[config.mk]
export PLATFORM = sky130hd
export DESIGN_NAME = mem_master
export DESIGN_NICKNAME = d
export VERILOG_FILES = /design/src/rtl/mem_pkg.sv /design/src/rtl/mem_wait_counter.sv /design/src/rtl/mem_master.sv
export SDC_FILE = /design/constraint.sdc
export NUM_CORES = 1
export LEC_CHECK = 0
export CAP_MARGIN = 20
export CORE_MARGIN = 2
export CORE_UTILIZATION = 41
export DETAILED_ROUTE_END_ITERATION = 10
export HOLD_SLACK_MARGIN = 0.15
export PLACE_DENSITY = 0.81
export SYNTH_ARGS = -nofsm -noshare
export SYNTH_HDL_FRONTEND = slang
export SYNTH_HIERARCHICAL = 1
export SYNTH_SLANG_ARGS = --single-unit
[constraint.sdc]
create_clock -name clock -period 2.3 [get_ports clock]
set_input_delay 0.575 -clock clock [delete_from_list [all_inputs] [get_ports clock]]
set_output_delay 0.575 -clock clock [all_outputs]
set_load 0.005 [all_outputs]
[src/rtl/mem_pkg.sv]
// mem_pkg: definitions shared by the memory master and the memory model.
// Holds the master FSM state encoding, the memory size in words, the default
// strobe length and the width of the wait counter.
package mem_pkg;

    // Number of addressable memory words.
    localparam int ADDR_LIMIT        = 512;
    // Default number of cycles a read/write strobe is held (legal 1..15).
    localparam int ACCESS_CYCLES_DEF = 2;
    // Wait counter width: enough for ACCESS_CYCLES-1 up to 14.
    localparam int CNT_W             = 4;

    typedef enum logic [1:0] {
        ST_IDLE   = 2'd0,
        ST_ACCESS = 2'd1,
        ST_DONE   = 2'd2
    } mem_state_e;

endpackage

[src/rtl/mem_wait_counter.sv]
// mem_wait_counter: loadable down-counter that times the memory strobe.
// Ports:
//   clk      - clock, rising edge
//   rst      - synchronous active-high reset, forces count to 0
//   load     - load count with load_val (has priority over dec)
//   load_val - value to load
//   dec      - decrement count by one
//   count    - current count
//   zero     - high when count is 0
module mem_wait_counter #(
    parameter int W = 4
) (
    input  logic         clk,
    input  logic         rst,
    input  logic         load,
    input  logic [W-1:0] load_val,
    input  logic         dec,
    output logic [W-1:0] count,
    output logic         zero
);

    logic [W-1:0] count_q, count_d;

    always_comb begin
        count_d = count_q;
        if (load)
            count_d = load_val;
        else if (dec)
            count_d = count_q - W'(1);
    end

    always_ff @(posedge clk) begin
        if (rst)
            count_q <= '0;
        else
            count_q <= count_d;
    end

    assign count = count_q;
    assign zero  = (count_q == '0);

endmodule

[src/rtl/mem_master.sv]
// mem_master: sequences single load/store requests from a control unit onto
// a simple synchronous memory with combinational read data.
// A request is accepted in IDLE, the strobe is held for ACCESS_CYCLES cycles
// in ACCESS, and a one-cycle response is given in DONE. Out-of-range
// addresses skip ACCESS and respond with rsp_err.
// Ports:
//   clock, clear                - clock and synchronous active-high reset
//   req_valid/write/addr/wdata  - request from the control unit
//   req_ready                   - high in IDLE only
//   rsp_valid/data/err          - one-cycle completion with load data / error
//   mem_address, mem_data_in    - memory address and write data (registered)
//   mem_read, mem_write         - memory strobes
//   mem_data_out                - combinational read data from memory
module mem_master
    import mem_pkg::*;
#(
    parameter int ACCESS_CYCLES = ACCESS_CYCLES_DEF,
    parameter int ADDR_LIMIT_P  = ADDR_LIMIT
) (
    input  logic        clock,
    input  logic        clear,
    input  logic        req_valid,
    input  logic        req_write,
    input  logic [31:0] req_addr,
    input  logic [31:0] req_wdata,
    output logic        req_ready,
    output logic        rsp_valid,
    output logic [31:0] rsp_data,
    output logic        rsp_err,
    output logic [31:0] mem_address,
    output logic [31:0] mem_data_in,
    output logic        mem_read,
    output logic        mem_write,
    input  logic [31:0] mem_data_out
);

    localparam logic [CNT_W-1:0] CNT_INIT = CNT_W'(ACCESS_CYCLES - 1);

    mem_state_e  state_q, state_d;
    logic [31:0] addr_q, wdata_q, rdata_q;
    logic        wr_q, err_q;
    logic        in_range, accept_ok, accept_err;
    logic        cnt_load, cnt_dec, cnt_zero;
    logic [CNT_W-1:0] cnt;

    assign in_range   = (req_addr < 32'(ADDR_LIMIT_P));
    assign accept_ok  = (state_q == ST_IDLE) && req_valid && in_range;
    assign accept_err = (state_q == ST_IDLE) && req_valid && !in_range;

    // Counter runs only while a strobe is up; it sits at 0 otherwise.
    assign cnt_load = accept_ok;
    assign cnt_dec  = (state_q == ST_ACCESS) && !cnt_zero;

    mem_wait_counter #(.W(CNT_W)) u_wait (
        .clk      (clock),
        .rst      (clear),
        .load     (cnt_load),
        .load_val (CNT_INIT),
        .dec      (cnt_dec),
        .count    (cnt),
        .zero     (cnt_zero)
    );

    // State register
    always_ff @(posedge clock) begin
        if (clear)
            state_q <= ST_IDLE;
        else
            state_q <= state_d;
    end

    // Next state
    always_comb begin
        state_d = state_q;
        case (state_q)
            ST_IDLE: begin
                if (accept_ok)
                    state_d = ST_ACCESS;
                else if (accept_err)
                    state_d = ST_DONE;
            end
            ST_ACCESS: if (cnt_zero) state_d = ST_DONE;
            ST_DONE:   state_d = ST_IDLE;
            default:   state_d = ST_IDLE;
        endcase
    end

    // Outputs
    always_comb begin
        req_ready = 1'b0;
        rsp_valid = 1'b0;
        rsp_err   = 1'b0;
        rsp_data  = '0;
        mem_read  = 1'b0;
        mem_write = 1'b0;
        case (state_q)
            ST_IDLE:   req_ready = 1'b1;
            ST_ACCESS: begin
                mem_read  = !wr_q;
                mem_write = wr_q;
            end
            ST_DONE: begin
                rsp_valid = 1'b1;
                rsp_err   = err_q;
                // Data only for a successful load.
                if (!err_q && !wr_q)
                    rsp_data = rdata_q;
            end
            default: ;
        endcase
    end

    // Request latches and read-data capture. An error request leaves the
    // latched address/data untouched so mem_address does not move.
    always_ff @(posedge clock) begin
        if (clear) begin
            addr_q  <= '0;
            wdata_q <= '0;
            wr_q    <= 1'b0;
            err_q   <= 1'b0;
            rdata_q <= '0;
        end else begin
            if (accept_ok) begin
                addr_q  <= req_addr;
                wdata_q <= req_wdata;
                wr_q    <= req_write;
                err_q   <= 1'b0;
            end else if (accept_err) begin
                err_q   <= 1'b1;
            end
            if ((state_q == ST_ACCESS) && cnt_zero && !wr_q)
                rdata_q <= mem_data_out;
        end
    end

    assign mem_address = addr_q;
    assign mem_data_in = wdata_q;

endmodule
After elaboration in Yosys (flattened, before gate mapping). Cells that the tools add are included. Widths: inputs -> output; s select.

Add/subtract/negate cells: 1. Order comparisons: 1. Equal/unequal tests: 4. Mux-type cells: 13. Reduce and logical (&&, ||, !) cells: 16.

Operator list (number): $mux 32 (2); $lt 32x10->1 const B (1); $logic_and 1x1->1 (7); $mux 1 (7); $mux 2 (3); $logic_not 1->1 (4); $logic_not 4->1 (1); $pmux 2 s2 (1); $sub 4x1->4 const B (1); $ne 3x3->1 const B (1); $eq 2x1->1 const B (1); $eq 2x2->1 const B (1); $logic_not 2->1 (1); $ne 2x2->1 const B (1); $reduce_and 2->1 (1); $reduce_bool 2->1 (1); $reduce_or 2->1 (1).

Bits in registers: 104. Input port bits: 100. Output and inout bits: 101. Logic and storage cells: 43.

Depth between registers and ports, before layout.
Word-level depth: 6. Gate-level depth with buffers: 8. Depth with buffers taken out: 7.

By module. Netlist, hierarchy kept.

By module, submodules not included: mem_master (times used 1, cells each 446, area each 3932.5 um^2, seq. area each 2001.9 um^2); mem_wait_counter (times used 1, cells each 26, area each 232.7 um^2, seq. area each 80.1 um^2).

Worst setup path before layout. No wires, ideal clock.

Path type: flip-flop to flip-flop. Start point: reg u_wait.count_q[0] (netlist: u_wait/count[0]). End point: reg u_wait.count_q[3] (netlist: u_wait/count[3]). Library setup time: 0.115 ns. Arrival time: 1.807 ns. Required time: 2.185 ns. Slack: 0.379 ns. Cell stages (with the launch flop): 8. Buffers on the path: 0. Period minus slack after synthesis: 1.921 ns. Path through: dfxtp_1 > inv_1 > ha_1 > nor3b_1 > nor3b_1 > nor4b_4 > xor2_1 > o21a_1.

Cells in the longest elaborated chain, start to end: 3. Elaborated cells between the ends (all ways): 4. Those cells by class: add/sub (1); reduce/logical (3).

RTL lines: start: declaration (line mem_wait_counter.sv:22) `logic [W-1:0] count_q, count_d;`; start signal: assignment (line mem_wait_counter.sv:36) `count_q <= count_d;`; $logic_not 4->1 (line mem_wait_counter.sv:40) `assign zero = (count_q == '0);`; via cnt_zero (line mem_master.sv:43) `logic cnt_load, cnt_dec, cnt_zero;`; $logic_not 1->1 (line mem_master.sv:52) `assign cnt_dec = (state_q == ST_ACCESS) && !cnt_zero;`; $logic_and 1x1->1 (line mem_master.sv:52); via cnt_dec (line mem_master.sv:43).

The timed path passes the listed nets, and every way through them passes these cells. A chain may end at the register's enable or synchronous reset.

Worst setup path after layout.
Start point: reg state_q[0]. End point: out rsp_data[17].

Cells in the longest elaborated chain, start to end: 2.

RTL lines: start: declaration (line mem_master.sv:39) `mem_state_e state_q, state_d;`; start signal: assignment (line mem_master.sv:69) `state_q <= state_d;`; $eq 2x2->1 (line mem_master.sv:96) `case (state_q)`; $mux 32 (line mem_master.sv:96); end: declaration (line mem_master.sv:28) `output logic [31:0] rsp_data,`.

Every way passes these cells.

==> flow_summary.yaml <==
status:
  outcome: "completed"
synthesis:
  yosysUniqueCellTypes: 32
  async_flop_share: 0
  ys.flop_type: "dfxtp_1"
  yosysSeqAreaShare: 0.500
  syn_inst: 472
  synth.cell_area_mm2: 0.00417
  synth_edf_count: 0
  ys_ff_latch: 104
  ys_warn_count: 6
  synth_area_per_cell_um2: 8.82
critical_path:
  worstReg2RegStart: "u_wait/count[0]"
  worstSetupEndpointType: "primary output"
  rrSetupSlack_ns: 0.47
  r2r_cells: 8
  crit_path_start_kind: "flop"
  crit_required_ns: 1.73
  critical_path_arrival_ns: 1.68
  crit_chain: "and2b_1 > nor3b_4 > buf_6 > and2_1 > clkdlybuf4s15_1"
  critPathKind: "flop to primary output"
  cp_max_fo: 16
  r2r-end: "u_wait/count[3]"
  critPathSlowestCell: "dfxtp_2"
  max_stage_delay_ns: 0.33
drt:
  firstDrtPassIters: 5
  wirelength_mm: 11.9
  viasPerCell: 4.94
  vias: 3978
  drc_errors: 0
  drtAntennaViolNets: 0
  wl_per_cell_um: 14.7
  drt_iter0_drc: 203
grt:
  grt_start_max_net_pins: 56
  grt_pass1_vias: 4029
  track_usage: 0.215
  grt_first_pass_wirelength_mm: 19.3
  antenna_found_initial: 0
  grt_overflow: 0
finish:
  n_fill_cell: 821
  nets: 769
  multi_input_area_mm2: 0.00183
  syn2layout_area_growth_pct: 54.0
  drive_gt1_frac: 0.149
  final_common_cell: "clkdlybuf4s50_1"
  diodes: 0
  seq_area_mm2: 0.00208
  final_cell_mix: "clkdlybuf4s50_1 (166), dfxtp_1 (103), a21oi_1 (78)"
power:
  p_leak_nw: 2.33
  peakVddDrop_uv: 393
  powerDensity_mw_per_mm2: 507
timing:
  final_hold_viol_count: 0
  maxClockFrequency_mhz: 444
  slew_viol_final: 0
  setup_ws_ns: 0.0462
  setup_violations: 0
  worstMarginPinSlew_ns: 0.609
  rsz0062_at_grt: "yes"
  period_needed_ns: 2.25
  min_period_over_period: 0.980
  finalClockSkew_ns: 0.0126
  relSlewSlack: 0.593
  timing.hold.ws_ns: 0.454
floorplan:
  initial_core_util: 0.424
  fp.dieW_um: 105
  rows: 36
  die_y_um: 105
  io_pins: 201
  core-area_mm2: 0.00982
  die-area_mm2: 0.0110
cts:
  clk_path_buf_depth: 2
  numClockSinks: 104
  clkTransAtPathRegs_ns: 0.10
  cts_buffers: 9
  tritoncts: "yes"
  clock_latency_ns: 0.36
  htreeDepth: 3
  root_buffer: "clkbuf_8"
min_path:
  whs_path_depth: 2
  hold_end: "rdata_q[13]"
  min_from: "rdata_q[13]"
  hp-class: "flop to flop"
placed_design:
  place_ws_ns: -0.0642
  place_hpwl_mm: 8.43
  port_buffers: 200
  place.gp.congestion: 0.795
job:
  drv_cap: 0
[area by class of cell]
cell class,count,area share
sequential,104,0.325
multi-input combinational,326,0.285
inverter,4,0.00234
clock buffer,10,0.0215
tap,133,0.0259
timing repair buffer,223,0.329
clock inverter,6,0.0117
[synth_stat cells (all sizes together) (2+ instances only)]
master	count	area, um2
dfxtp	104	2080
a21oi	79	407
nand2	67	251
and2	57	404
nand3	44	220
o21ai	42	210
clkbuf	24	90.1
buf	16	173
nor4	6	77.6
nor2	5	18.8
nor3b	5	52.6
inv	4	15.0
o21a	3	22.5
conb	2	7.51
mux2i	2	20.0
xor2	2	17.5
[cells by family after synthesis]
| family | Yosys count | synth area share |
|---|---|---|
| and+or+nand+nor | 191 | 0.262 |
| AOI/OAI and AO/OA | 125 | 0.156 |
| DFF | 104 | 0.500 |
| buffers and inverters | 44 | 0.0667 |
| xor gates and xnor gates | 3 | 0.00631 |
| other | 2 | 0.00180 |
| muxes | 2 | 0.00481 |
| adders and majority gates | 1 | 0.00300 |
[repair_timing]
action                     4_1_cts  5_1_grt
pin swaps                        0        1
buffers inserted                 5        1
gates cloned                     1        0
setup endpoints to repair       32       33
hold buffers                     0        0
resized for setup               80       33
[how the worst max path moves through the flow]
stage / from / endpoint / slack (ns) / cells after the start
2_1_floorplan: u_wait/count[0] / u_wait/count[3] / 0.38 / 7
3_3_place_gp: req_addr[15] / mem_address[12] / 0.005 / 6
3_5_place_dp: req_addr[14] / mem_address[16] / -0.06 / 6
4_1_cts: state_q[0] / rsp_data[9] / -0.07 / 7
5_1_grt: state_q[0] / rsp_data[31] / -0.07 / 6
6_report: state_q[0] / rsp_data[17] / 0.05 / 5
[worst max-delay path: cells and delay by family, from the launching register on]
kind                   cells  cell delay [ns]
DFF                        1             0.33
and+or+nand+nor            3             0.60
buffers and inverters      2             0.40
[through the flow]
| step | power, mW | instances | util | setup TNS, ns | instance area [um2] |
|---|---|---|---|---|---|
| floorplan | 1.90 | 474 | - | 0 | 4170 |
| global placement | 2.09 | 785 | 0.639 | 0 | 6270 |
| detailed placement | 2.09 | 785 | 0.639 | -1.25 | 6270 |
| CTS | 3.30 | 807 | 0.664 | -0.108 | 6520 |
| global route | 3.39 | 806 | 0.653 | -0.851 | 6420 |
| finish | 3.25 | 806 | 0.653 | 0 | 6420 |
[sequential cells by signal (all words and copies together) (netlist names)]
signal / flops
err_q: 1
rdata_q: 32
wr_q: 1
mem_data_in: 32
mem_address: 32
u_wait/count: 4
state_q: 2
[routing by layer]
metal / GRT usage / wire [um]
met2: 0.368 / 5810
met4: 0.0657 / 187
met1: 0.258 / 4890
met5: 0 / 0
met3: 0.0655 / 971
[power by group]
part / total [mW] / switching (mW) / internal [mW]
sequential: 1.80 / 0.00184 / 1.80
combinational: 0.259 / 0.0838 / 0.175
clock: 1.19 / 0.641 / 0.551
(Power assumes the default switching activity.)
